[config.mk]
export PLATFORM = sky130hd
export DESIGN_NAME = dmd_frame_writer_flat
export DESIGN_NICKNAME = d
export VERILOG_FILES = /design/src/rtl/dmd_pkg.sv /design/src/rtl/dmd_frame_writer_if.sv /design/src/rtl/dmd_pix_counter.sv /design/src/rtl/dmd_frame_writer.sv /design/src/flat_wrapper.sv
export SDC_FILE = /design/constraint.sdc
export NUM_CORES = 1
export LEC_CHECK = 0
export CORE_MARGIN = 2
export CORE_UTILIZATION = 40
export CTS_BUF_LIST = sky130_fd_sc_hd__clkbuf_8
export DETAILED_ROUTE_END_ITERATION = 8
export PLACE_DENSITY = 0.77
export SLEW_MARGIN = 20
export SYNTH_ARGS = -nofsm -noshare
export SYNTH_HDL_FRONTEND = slang
export SYNTH_HIERARCHICAL = 1
export SYNTH_SLANG_ARGS = --single-unit
[constraint.sdc]
create_clock -name clk -period 1.8 [get_ports clk]
set_input_delay 0.18 -clock clk [delete_from_list [all_inputs] [get_ports clk]]
set_output_delay 0.18 -clock clk [all_outputs]
set_load 0.05 [all_outputs]
[src/rtl/dmd_pkg.sv]
// Shared DMD frame-buffer definitions: geometry, write-controller states and the
// BRAM address packing used by both the frame writer and the display reader.
package dmd_pkg;

   localparam int DMD_COLS   = 128;
   localparam int DMD_ROWS   = 32;
   localparam int DMD_PIX_W  = 4;
   localparam int DMD_ADDR_W = 13;

   localparam int DMD_X_W    = $clog2(DMD_COLS);
   localparam int DMD_Y_W    = $clog2(DMD_ROWS);
   localparam int DMD_CNT_W  = DMD_X_W + DMD_Y_W;
   localparam int DMD_PIXELS = DMD_COLS * DMD_ROWS;

   typedef enum logic [1:0] {
      ST_IDLE,
      ST_CAPTURE,
      ST_FILL,
      ST_SWAP_WAIT
   } dmd_state_e;

   function automatic logic [DMD_ADDR_W-1:0] dmd_pack_addr(
      input logic               bank,
      input logic [DMD_Y_W-1:0] y,
      input logic [DMD_X_W-1:0] x
   );
      return {bank, y, x};
   endfunction

endpackage

[src/rtl/dmd_frame_writer_if.sv]
// Capture stream, fill request, vsync and BRAM port A of the DMD frame writer.
// master = stream/timing source side, slave = the frame writer.
interface dmd_frame_writer_if;
   import dmd_pkg::*;

   logic                  cap_valid;
   logic                  cap_ready;
   logic                  cap_sof;
   logic [DMD_PIX_W-1:0]  cap_pix;
   logic                  fill_start;
   logic [DMD_PIX_W-1:0]  fill_value;
   logic                  vsync;
   logic                  wea;
   logic [DMD_ADDR_W-1:0] addra;
   logic [DMD_PIX_W-1:0]  dina;
   logic                  disp_bank;
   logic                  frame_done;
   logic                  sync_err;

   modport master (
      output cap_valid, cap_sof, cap_pix, fill_start, fill_value, vsync,
      input  cap_ready, wea, addra, dina, disp_bank, frame_done, sync_err
   );

   modport slave (
      input  cap_valid, cap_sof, cap_pix, fill_start, fill_value, vsync,
      output cap_ready, wea, addra, dina, disp_bank, frame_done, sync_err
   );

endinterface

[src/rtl/dmd_pix_counter.sv]
// Raster pixel counter for one bank: clear, load-to-1 (pixel 0 written this cycle)
// and increment; split into x/y and flags the last pixel of the frame.
module dmd_pix_counter
   import dmd_pkg::*;
(
   input  logic               clk,
   input  logic               rst,
   input  logic               i_clear,
   input  logic               i_load1,
   input  logic               i_inc,
   output logic [DMD_X_W-1:0] o_x,
   output logic [DMD_Y_W-1:0] o_y,
   output logic               o_last
);

   logic [DMD_CNT_W-1:0] r_count;

   // NOTE: sequential state uses <= so every register samples pre-edge values.
   always_ff @(posedge clk) begin
      if (rst || i_clear) begin
         r_count <= '0;
      end else if (i_load1) begin
         r_count <= DMD_CNT_W'(1);
      end else if (i_inc) begin
         r_count <= r_count + DMD_CNT_W'(1);
      end
   end

   assign o_x    = r_count[DMD_X_W-1:0];
   assign o_y    = r_count[DMD_CNT_W-1:DMD_X_W];
   assign o_last = (r_count == DMD_CNT_W'(DMD_PIXELS - 1));

endmodule

[src/rtl/dmd_frame_writer.sv]
// Double-buffered DMD frame writer: owns BRAM port A, writes capture or fill data
// into the back bank and swaps banks only on vsync once a whole frame is written.
module dmd_frame_writer
   import dmd_pkg::*;
(
   input  logic               clk,
   input  logic               rst,
   dmd_frame_writer_if.slave  bus
);

   dmd_state_e            r_state;
   dmd_state_e            w_state_nxt;
   logic                  r_disp_bank;
   logic                  r_wea;
   logic [DMD_ADDR_W-1:0] r_addra;
   logic [DMD_PIX_W-1:0]  r_dina;
   logic [DMD_PIX_W-1:0]  r_fill_value;
   logic                  r_frame_done;
   logic                  r_sync_err;

   logic                  w_cap_ready;
   logic                  w_accept;
   logic                  w_cnt_clear;
   logic                  w_cnt_load1;
   logic                  w_cnt_inc;
   logic [DMD_X_W-1:0]    w_x;
   logic [DMD_Y_W-1:0]    w_y;
   logic                  w_last;
   logic                  w_wr;
   logic                  w_wr_zero;
   logic [DMD_PIX_W-1:0]  w_wr_data;
   logic                  w_sync_err;
   logic                  w_swap;
   logic                  w_fill_latch;

   dmd_pix_counter u_pix_counter (
      .clk     (clk),
      .rst     (rst),
      .i_clear (w_cnt_clear),
      .i_load1 (w_cnt_load1),
      .i_inc   (w_cnt_inc),
      .o_x     (w_x),
      .o_y     (w_y),
      .o_last  (w_last)
   );

   assign w_cap_ready = !rst && (r_state == ST_IDLE || r_state == ST_CAPTURE);
   assign w_accept    = bus.cap_valid && w_cap_ready;

   // NOTE: every always_comb output gets a default first so no path infers a latch.
   always_comb begin
      w_state_nxt  = r_state;
      w_cnt_clear  = 1'b0;
      w_cnt_load1  = 1'b0;
      w_cnt_inc    = 1'b0;
      w_wr         = 1'b0;
      w_wr_zero    = 1'b0;
      w_wr_data    = bus.cap_pix;
      w_sync_err   = 1'b0;
      w_swap       = 1'b0;
      w_fill_latch = 1'b0;

      case (r_state)
         ST_IDLE: begin
            if (w_accept && bus.cap_sof) begin
               w_wr        = 1'b1;
               w_wr_zero   = 1'b1;
               w_cnt_load1 = 1'b1;
               w_state_nxt = ST_CAPTURE;
            end else begin
               w_sync_err = w_accept;
               // Pixel 0 of a fill is issued right away so the first write lands next cycle.
               if (bus.fill_start) begin
                  w_fill_latch = 1'b1;
                  w_wr         = 1'b1;
                  w_wr_zero    = 1'b1;
                  w_wr_data    = bus.fill_value;
                  w_cnt_load1  = 1'b1;
                  w_state_nxt  = ST_FILL;
               end
            end
         end
         ST_CAPTURE: begin
            if (w_accept) begin
               w_wr = 1'b1;
               if (bus.cap_sof) begin
                  w_wr_zero   = 1'b1;
                  w_cnt_load1 = 1'b1;
                  w_sync_err  = 1'b1;
               end else begin
                  w_cnt_inc = 1'b1;
                  if (w_last) begin
                     w_state_nxt = ST_SWAP_WAIT;
                  end
               end
            end
         end
         ST_FILL: begin
            w_wr      = 1'b1;
            w_wr_data = r_fill_value;
            w_cnt_inc = 1'b1;
            if (w_last) begin
               w_state_nxt = ST_SWAP_WAIT;
            end
         end
         ST_SWAP_WAIT: begin
            if (bus.vsync) begin
               w_swap      = 1'b1;
               w_cnt_clear = 1'b1;
               w_state_nxt = ST_IDLE;
            end
         end
         default: begin
            w_state_nxt = ST_IDLE;
         end
      endcase
   end

   always_ff @(posedge clk) begin
      if (rst) begin
         r_state      <= ST_IDLE;
         r_disp_bank  <= 1'b0;
         r_wea        <= 1'b0;
         r_addra      <= '0;
         r_dina       <= '0;
         r_fill_value <= '0;
         r_frame_done <= 1'b0;
         r_sync_err   <= 1'b0;
      end else begin
         r_state      <= w_state_nxt;
         r_wea        <= w_wr;
         r_frame_done <= w_swap;
         r_sync_err   <= w_sync_err;
         if (w_swap) begin
            r_disp_bank <= ~r_disp_bank;
         end
         if (w_fill_latch) begin
            r_fill_value <= bus.fill_value;
         end
         // Writes always target the back bank, which is never the one on screen.
         if (w_wr) begin
            r_addra <= dmd_pack_addr(~r_disp_bank,
                                     w_wr_zero ? '0 : w_y,
                                     w_wr_zero ? '0 : w_x);
            r_dina  <= w_wr_data;
         end
      end
   end

   assign bus.cap_ready  = w_cap_ready;
   assign bus.wea        = r_wea;
   assign bus.addra      = r_addra;
   assign bus.dina       = r_dina;
   assign bus.disp_bank  = r_disp_bank;
   assign bus.frame_done = r_frame_done;
   assign bus.sync_err   = r_sync_err;

endmodule

[src/flat_wrapper.sv]
// flat-port wrapper written by rule: the top's interface ports become plain ports
module dmd_frame_writer_flat import dmd_pkg::*;
  (clk, rst, bus_cap_valid, bus_cap_sof, bus_cap_pix, bus_fill_start, bus_fill_value, bus_vsync, bus_cap_ready, bus_wea, bus_addra, bus_dina, bus_disp_bank, bus_frame_done, bus_sync_err);
  dmd_frame_writer_if bus_i ();
  input  logic clk;
  input  logic rst;
  input wire logic [$bits(bus_i.cap_valid)-1:0] bus_cap_valid;
  input wire logic [$bits(bus_i.cap_sof)-1:0] bus_cap_sof;
  input wire logic [$bits(bus_i.cap_pix)-1:0] bus_cap_pix;
  input wire logic [$bits(bus_i.fill_start)-1:0] bus_fill_start;
  input wire logic [$bits(bus_i.fill_value)-1:0] bus_fill_value;
  input wire logic [$bits(bus_i.vsync)-1:0] bus_vsync;
  output wire logic [$bits(bus_i.cap_ready)-1:0] bus_cap_ready;
  output wire logic [$bits(bus_i.wea)-1:0] bus_wea;
  output wire logic [$bits(bus_i.addra)-1:0] bus_addra;
  output wire logic [$bits(bus_i.dina)-1:0] bus_dina;
  output wire logic [$bits(bus_i.disp_bank)-1:0] bus_disp_bank;
  output wire logic [$bits(bus_i.frame_done)-1:0] bus_frame_done;
  output wire logic [$bits(bus_i.sync_err)-1:0] bus_sync_err;
  assign bus_i.cap_valid = bus_cap_valid;
  assign bus_i.cap_sof = bus_cap_sof;
  assign bus_i.cap_pix = bus_cap_pix;
  assign bus_i.fill_start = bus_fill_start;
  assign bus_i.fill_value = bus_fill_value;
  assign bus_i.vsync = bus_vsync;
  assign bus_cap_ready = bus_i.cap_ready;
  assign bus_wea = bus_i.wea;
  assign bus_addra = bus_i.addra;
  assign bus_dina = bus_i.dina;
  assign bus_disp_bank = bus_i.disp_bank;
  assign bus_frame_done = bus_i.frame_done;
  assign bus_sync_err = bus_i.sync_err;
  dmd_frame_writer u_core (.clk(clk), .rst(rst), .bus(bus_i));
endmodule
# Word-level counts from Yosys, hierarchy flattened
# Cells that the tools add are included.
[totals]
ff_bits = 39
word_cells = 60
[classes]
add_sub_neg = 1
n_eq_ne = 8
mux = 30
bitwise = 1
reduce_logical = 10
[ops]
columns = ["operator", "count"]
rows = [
  ["2-to-1 mux 1 bit", 14],
  ["adder 12 x 1 -> 12 bit (second input constant)", 1],
  ["== test 12 bit (second input constant)", 1],
  ["2-to-1 mux 2 bit", 6],
  ["2-to-1 mux 4 bit", 2],
  ["case mux 2 bit (4 select lines)", 1],
  ["case mux 4 bit (2 select lines)", 1],
  ["2-to-1 mux 7 bit", 1],
  ["case mux 1 bit (2 select lines)", 3],
  ["2-to-1 mux 5 bit", 1],
  ["== test 2 bit (second input constant)", 2],
  ["!= test 2 bit (second input constant)", 2],
  ["AND reduction 4 bit", 1],
  ["logical AND 1 bit", 3],
  ["!= test 3 bit (second input constant)", 1],
  ["case mux 1 bit (3 select lines)", 1],
  ["== test 2 x 1 -> 1 bit (second input constant)", 1],
  ["logical NOT 2 bit", 1],
  ["logical OR 1 bit", 2],
  ["!= test 2 x 1 -> 1 bit (second input constant)", 1],
  ["nonzero test 2 bit", 1],
  ["OR reduction 2 bit", 1],
  ["logical NOT 1 bit", 1],
  ["inverter 1 bit", 1],
]

# Logic depth before layout (Yosys ltp)
# Gate-level depths: netlist (run 1).
[logic_depth]
ltp_word = 8
mapped_depth = 9
ltp_nobuf = 8

# Modules after synthesis
# The synthesis (run 1) kept the hierarchy.
[by_module_without_submodules]
columns = ["module", "instances", "cells_per_inst", "area_per_inst_um2"]
rows = [
  ["dmd_frame_writer", 1, 136, 1327.5],
  ["dmd_pix_counter", 1, 62, 564.3],
]

# Worst setup path before layout (run 1)
# Ideal clock, no wire load.
[synth_path]
kind = "reg-to-reg"
from = "register u_core.r_state[1]"
to = "register u_core.u_pix_counter.r_count[8]"
t_arrival_ns = 1.822
required_time_ns = 1.729
setup_slack_ns = -0.092
stages_incl_launch_ff = 10
path_buffers = 1
synth_period_minus_slack_ns = 1.892
cell_sequence = "dfxtp_1 inv_1 ha_1 nand3b_1 nor2_1 o21a_1 clkbuf_2 nand3_1 or4_1 a21oi_1"
[synth_lines]
columns = ["item", "line", "text"]
rows = [
  ["start: declaration", "dmd_frame_writer.sv:11", "dmd_state_e r_state;"],
  ["start signal: assignment", "dmd_frame_writer.sv:130", "r_state <= w_state_nxt;"],
  ["== test 2 x 1 -> 1 bit / logical NOT 2 bit (equally long branches)", "dmd_frame_writer.sv:47, dmd_frame_writer.sv:63", ""],
  ["logical OR 1 bit", "dmd_frame_writer.sv:47", "assign w_cap_ready = !rst && (r_state == ST_IDLE || r_state == ST_CAPTURE);"],
  ["logical AND 1 bit", "dmd_frame_writer.sv:47", ""],
  ["logical AND 1 bit", "dmd_frame_writer.sv:48", "assign w_accept = bus.cap_valid && w_cap_ready;"],
  ["2-to-1 mux 1 bit", "dmd_frame_writer.sv:84", "if (w_accept) begin"],
  ["case mux 1 bit (2 select lines) (*)", "dmd_frame_writer.sv:63", "case (r_state)"],
  ["via u_core.w_cnt_inc", "dmd_frame_writer.sv:25", "logic w_cnt_inc;"],
  ["end signal: assignment", "dmd_pix_counter.sv:25", "r_count <= r_count + DMD_CNT_W'(1);"],
  ["end: declaration", "dmd_pix_counter.sv:16", "logic [DMD_CNT_W-1:0] r_count;"],
]
# Mark *: on every way through the listed nets, which the timed path passes. The rest lies on a longest branch.
# A chain may end at the register's enable or synchronous reset.

# Worst setup path in the final report (run 1)
[layout_path]
from = "register u_core.r_state[0]"
to = "register u_core.u_pix_counter.r_count[9]"
# Same word-level chain as after synthesis.

==> impl_results.md, run 1 <==
* Final critical-path share of the clock period at 102.8%
* Final instance area at around 0.0028 mm²
* Synth unique cells at between 40 and 50
* VDD IR max at between 0.6 and 0.7 mV
* CTS Buf Count at 5
* Drt first pass iters at 5
* Final max-slew violation count at 0
* HP Class: input port to flop
* Commonest non-fill, non-tap cells in the layout: 34 x clkdlybuf4s50_1, 34 x dfxtp_1, 34 x buf_4, 22 x nor2_1, 12 x a31o_2
* First-pass GRT wire length at between 7 and 8 mm
* Outcome: finished with violations
* DRT iter0 DRCs at 96
* Seq/Total Area, Yosys at between 40% and 50%
* Total vias in the final route at around 1800
* Arrival time worst endpoint at roughly 2.1 ns
* Wire length per cell at 14.28 µm
* Die footprint at ~0.0053 mm²
* Avg Vias per Cell at 5.435
* Worst r2r src: u_core/r_state[0]$_SDFFE_PP0P_
* Placed Area at 0.002564 mm²
* Fmax at roughly 0.54 GHz
* Worst Hold Path EP: u_core/bus.dina[3]$_SDFFE_PP0P_
* Synth Area per Inst at about 9.6 µm²
* R2r setup slk at -0.05 ns
* Leakage power at about 1.1 nW
* Worst EP required at just over 2 ns
* Met1 Use GR at around 22%
* Row count at 25
* Hold-fix buffers at CTS at 0
* Area share of the largest cell type after synthesis at around two fifths
* Hold_sp: bus_cap_pix[3]
* GR Layer Usage met2 at a little under a third
* Unrepaired setup endpoints after global routing: yes
* Slowest cell on crit path: or4_1
* Max clock buf depth at 2
* Critical path peak fanout at 7
* CP startpoint kind: flop
* Critical path cell sequence: buf_6 > ha_4 > nand3b_1 > nor2_1 > o21a_2 > nand4_4 > or4_1 > a21oi_1
* TritonCTS clock tree: yes
* Initial antenna violation count at 0
* Antenna diode count at 0
* H-tree depth at 2
* Yosys warnings at 6
* Worst-skew pair later-pin latency at about 0.29 ns
* Final Core Density at approximately 61%
* Number of max-cap violations at 0
* Fin nets at slightly below 300
* Final Skew at 0.006998 ns
* GP Congestion at about 0.82
* Setup-failing EPs final at 4
* Worst-Margin Slew at between 0.5 and 0.6 ns
* Total global routing overflow at 0
* Layout cells sized above 1 at a little over a third
* Busiest layer in global routing: met2
* Max incr delay on CP at ~0.43 ns
* Flops & latches, synth at 39
* Failing checks: setup timing
* Io pins at 36
* Relative slew slack at about 66%
* Worst R2R Path Depth at 8
* Input/output buffers at 35
* Total core area at roughly 0.0046 mm²
* Mapped cell area at between 0.0015 and 0.002 mm²
* Height of the die at slightly above 70 µm
* Clk slew on worst S/H paths at around 0.080 ns
* Largest net degree at the start of global routing at 24
* Synth area leader: dfxtp_1
* DRT antenna net count at 0
* Reg2reg end: u_core/u_pix_counter/r_count[9]$_SDFFE_PP0P_
* Synthesis-to-layout area growth at 48.15%
* Syn Nets at ~220
* Post-Route WL at around 4.6 mm
* CP Capture Type: flop
* Initial Utilization at approximately 40%
* Post-Place Setup Slack at -0.2269 ns
* Pwr per Cell Area at 1238 mW/mm²
* Met3 usage at 3.591%
* Total GRT Usage at between 15 and 20%
* Setup CP Type: flop to flop
* PnR worst setup slack at -0.05000 ns
* Die width at ~73 µm
* Mapped Cells at between 150 and 200
* Filler cells at 396
* Crit path time final at 1.850 ns
* Root buffer cell: clkbuf_8
* Synth area leaders: dfxtp_1 41%, a31o_2 5.6%, nor3b_1 4.8%
* HPWL Detailed at between 3 and 4 mm
* Worst hold stages at 3
* Residual DRC at 0
* CTS Sinks at 39
* Final Hold Viols at 0
* Vias in the first global route at 1659
-- Yosys cell counts --
cell	number
nand2_1	10
ha_1	6
o21bai_1	1
inv_1	9
buf_6	3
or4_1	4
a211oi_1	1
clkbuf_1	2
nand4_4	1
o31ai_1	4
dfxtp_1	39
a31o_2	12
nor3_1	2
xor2_1	5
nor3b_1	12
buf_2	1
nand4_2	1
nand4_1	3
nand2b_1	3
nor2b_1	1
o21ai_0	3
or3_1	3
clkbuf_2	1
or3_2	1
a222oi_1	1
nor2_1	23
nand4b_1	1
a21oi_1	9
o21a_1	1
a311oi_2	4
o211ai_1	3
buf_4	4
buf_1	2
nand3b_1	1
and3b_1	1
mux2i_1	7
a31oi_1	1
a22oi_1	4
nand3_1	5
nor2_2	1
mux2_1	1
a41oi_4	1
-- flip-flops by register name, summed over array words and instances, names as in the netlist --
signal / cells
u_core/r_fill_value: 4
u_core/bus.dina: 4
u_core/u_pix_counter/r_count: 12
u_core/bus.wea: 1
u_core/r_state: 2
u_core/bus.frame_done: 1
u_core/bus.addra: 13
u_core/bus.disp_bank: 1
u_core/bus.sync_err: 1
-- report_power, final --
group	internal (mW)	switching [mW]	leakage, nW	total (mW)
Clock	0.349	0.314	0.0505	0.663
Combinational	0.809	0.970	0.721	1.78
Sequential	0.972	0.0566	0.319	1.03
Total	2.13	1.34	1.09	3.47
-- stage by stage --
stage / TNS [ns] / cells / power, mW / hold slack, ns
after floorplan: 0 / 198 / 2.070 / 0.2568
after global routing: -0.5327 / 324 / 3.643 / 0.4901
final: -0.1047 / 324 / 3.470 / 0.4906
after CTS: -0.03903 / 321 / 3.331 / 0.4817
after detailed placement: -4.904 / 311 / 2.587 / 0.4865
after global placement: -4.043 / 311 / 2.550 / 0.4740
-- worst max-delay path by stage --
stage / start / endpoint / depth (start not counted)
4_1_cts: u_core/r_state[0]$_SDFFE_PP0P_ / u_core/u_pix_counter/r_count[9]$_SDFFE_PP0P_ / 8
3_3_place_gp: bus_cap_sof / u_core/bus.addra[8]$_SDFFE_PP0P_ / 6
6_report: u_core/r_state[0]$_SDFFE_PP0P_ / u_core/u_pix_counter/r_count[9]$_SDFFE_PP0P_ / 8
3_5_place_dp: bus_cap_valid / u_core/bus.addra[0]$_SDFFE_PP0P_ / 7
5_1_grt: u_core/r_state[0]$_SDFFE_PP0P_ / u_core/u_pix_counter/r_count[9]$_SDFFE_PP0P_ / 8
2_1_floorplan: u_core/u_pix_counter/r_count[0]$_SDFFE_PP0P_ / u_core/r_state[0]$_SDFFE_PP0P_ / 6
-- layout make-up --
| cell class | count | area (µm²) | area share (%) |
|---|---|---|---|
| Inverter | 9 | 33.78 | 1.205 |
| Tap cell | 54 | 67.56 | 2.411 |
| Clock inverter | 1 | 7.507 | 0.2679 |
| Timing Repair Buffer | 77 | 716.9 | 25.58 |
| Sequential cell | 39 | 787.0 | 28.08 |
| Clock buffer | 7 | 96.34 | 3.437 |
| Multi-Input combinational cell | 137 | 1094 | 39.02 |
-- per-layer routing --
| metal | wire (µm) | part of all wire [%] |
|---|---|---|
| met4 | 89 | 1.9 |
| met5 | 0 | 0 |
| met2 | 2208 | 48 |
| met3 | 174 | 3.8 |
| met1 | 2154 | 47 |
-- cells by family (layout without fill, tap and decap cells) --
logic type,after synthesis,in the layout,synth area share (%)
simple gates,73,73,21.89
compound gates,45,45,19.78
flops,39,39,41.27
buf+inv,22,94,6.481
mux,8,8,4.299
fa+ha+maj,6,6,3.968
xor+xnor,5,5,2.315
-- worst max-delay path: cells and delay by family (launching register included) --
family | cells | cell delay (ns)
adders and majority gates | 1 | 0.12
buffers and inverters | 1 | 0.11
AOI/OAI and AO/OA | 2 | 0.35
and+or+nand+nor | 4 | 0.82
DFF | 1 | 0.37
-- what timing repair did --
item                                    4_1_cts  5_1_grt
pin swaps                                     6        4
endpoints found under the setup margin       30       30
buffers inserted                              2        2
gates resized for setup                       7       18
cloned                                        0        1
(Power assumes the default switching activity.)
==> inputs of run 2 (changes only) <==
--- a/config.mk
+++ b/config.mk
@@ -10,7 +10,6 @@
 export CTS_BUF_LIST = sky130_fd_sc_hd__clkbuf_8
 export DETAILED_ROUTE_END_ITERATION = 8
 export PLACE_DENSITY = 0.77
-export SLEW_MARGIN = 20
 export SYNTH_ARGS = -nofsm -noshare
 export SYNTH_HDL_FRONTEND = slang
 export SYNTH_HIERARCHICAL = 1
==> results of run 2 <==
Same layout as run 1: the final DEF is identical, and so are final timing and power.
==> inputs of run 3 (changes only) <==
--- a/config.mk
+++ b/config.mk
@@ -10,6 +10,9 @@
 export CTS_BUF_LIST = sky130_fd_sc_hd__clkbuf_8
 export DETAILED_ROUTE_END_ITERATION = 8
 export PLACE_DENSITY = 0.77
+export SKIP_CTS_REPAIR_TIMING = 1
+export SKIP_LAST_GASP = 1
+export SLEW_MARGIN = 15
 export SYNTH_ARGS = -nofsm -noshare
 export SYNTH_HDL_FRONTEND = slang
 export SYNTH_HIERARCHICAL = 1
==> impl_results.md, run 3 (synthesis results as in run 1) <==
* Clk slew on worst S/H paths at approximately 0.08 ns
* Antenna diode count at 0
* Drt first pass iters at 4
* Footprint of the multi-input gates at approximately 0.0011 mm²
* Final Hold Viols at 0
* PnR worst setup slack at -0.03830 ns
* Filler cells at roughly 400
* Final Skew at about 0.0054 ns
* Setup-failing EPs final at 3
* GP Congestion at a little over 0.8
* CTS Sinks at 39
* Height of the die at about 73 µm
* Total global routing overflow at 0
* Final critical-path share of the clock period at 102.1%
* Layout cells sized above 1 at between 30% and 40%
* Die width at 72.77 µm
* Total GRT Usage at ~18%
* First-pass GRT wire length at 7.369 mm
* Arrival time worst endpoint at 2.07 ns
* CP Capture Type: flop
* Pwr per Cell Area at 1281 mW/mm²
* Unrepaired setup endpoints after global routing: yes
* Setup CP Type: flop to flop
* Root buffer cell: clkbuf_8
* Worst EP required at ~2.0 ns
* Residual DRC at 0
* Leakage power at approximately 1.1 nW
* Worst-skew pair later-pin latency at 0.29 ns
* Die footprint at about 0.0053 mm²
* Max reg flops at 13
* Worst Hold Slack at just under 0.5 ns
* Post-Place Setup Slack at -0.2269 ns
* Critical path peak fanout at 8
* HPWL Detailed at about 3.2 mm
* Fmax at 0.5440 GHz
* TritonCTS clock tree: yes
* Max clock buf depth at 2
* Initial Utilization at approximately two fifths
* Failing checks: setup timing
* Synthesis-to-layout area growth at 50.33%
* Post-Route WL at 4.741 mm
* Wire length per cell at about 14 µm
* DRT antenna net count at 0
* CP startpoint kind: flop
* Initial antenna violation count at 0
* Outcome: finished with violations
* Final max-slew violation count at 0
* VDD IR max at slightly above 0.6 mV
* Commonest non-fill, non-tap cells in the layout: 36 x dfxtp_1, 36 x buf_4, 34 x clkdlybuf4s50_1, 22 x nor2_1
* Crit path time final at roughly 1.8 ns
* Io pins at 36
* Total vias in the final route at between 1500 and 2000
* DRT iter0 DRCs at 94
* HP Class: input port to flop
* Fin nets at a little under 300
* Vias in the first global route at around 1600
* Row count at 25
* Number of max-cap violations at 0
* Final Core Density at between 60% and 70%
* CTS Buf Count at 5
* H-tree depth at 2
* Input/output buffers at 35
* Avg Vias per Cell at 5.388
* R2r setup slk at -0.04 ns
* Worst-Margin Slew at 0.5182 ns
* Relative slew slack at between 60% and 70%
* Area occupied by registers at roughly 800 µm²
* Largest net degree at the start of global routing at 24
* Total core area at between 0.004 and 0.005 mm²
[run 3: changes by cell type in the layout (fill, tap and decap cells not counted), sizes merged]
cell / change
buf: +1
clkbuf: +2
[run 3: layout make-up]
| cell class | instances | share of cell area (%) |
|---|---|---|
| clock buffer | 7 | 3.388 |
| clock inverter | 1 | 0.2640 |
| inverter | 9 | 1.276 |
| multi-input combinational | 137 | 37.70 |
| sequential | 39 | 27.58 |
| tap | 54 | 2.376 |
| timing repair buffer | 80 | 27.41 |
[run 3: path summary, 6_finish.rpt]
kind / to / start / depth (start not counted)
setup / recovery: u_core/u_pix_counter/r_count[9]$_SDFFE_PP0P_ / u_core/r_state[0]$_SDFFE_PP0P_ / 8
hold / removal: u_core/bus.dina[1]$_SDFFE_PP0P_ / bus_cap_pix[1] / 3
setup reg to reg: u_core/u_pix_counter/r_count[9]$_SDFFE_PP0P_ / u_core/r_state[0]$_SDFFE_PP0P_ / 8
hold reg to reg: u_core/bus.addra[12]$_SDFFE_PP0P_ / u_core/bus.disp_bank$_SDFFE_PP0P_ / 1
[run 3: routing by layer]
metal | track usage, % | routed length [µm]
met1 | 21.88 | 2123
met2 | 29.90 | 2351
met3 | 3.453 | 190
met4 | 7.613 | 76
met5 | 0 | 0
[run 3: through the flow]
stage | cell area (µm²) | std cells | setup TNS [ns] | total power, mW
after floorplan | 1932 | 198 | 0 | 2.070
after global placement | 2564 | 311 | -4.043 | 2.550
after detailed placement | 2564 | 311 | -4.904 | 2.587
after CTS | 2668 | 319 | -3.589 | 3.253
after global routing | 2844 | 327 | -0.4965 | 3.824
final | 2844 | 327 | -0.06511 | 3.644
[run 3: critical path, stage by stage (launching register included)]
cell      delay (ns)
dfxtp_2         0.37
buf_4           0.12
ha_4            0.11
nand3b_1        0.11
nor2_1          0.13
o21a_2          0.20
nand4_4         0.14
or4_1           0.44
a21oi_1         0.15
[run 3: power by group]
part	switching, mW	internal (mW)	leakage (nW)
Combinational	0.993	0.956	0.750
Clock	0.317	0.349	0.0505
Sequential	0.0563	0.972	0.318
Total	1.37	2.28	1.12
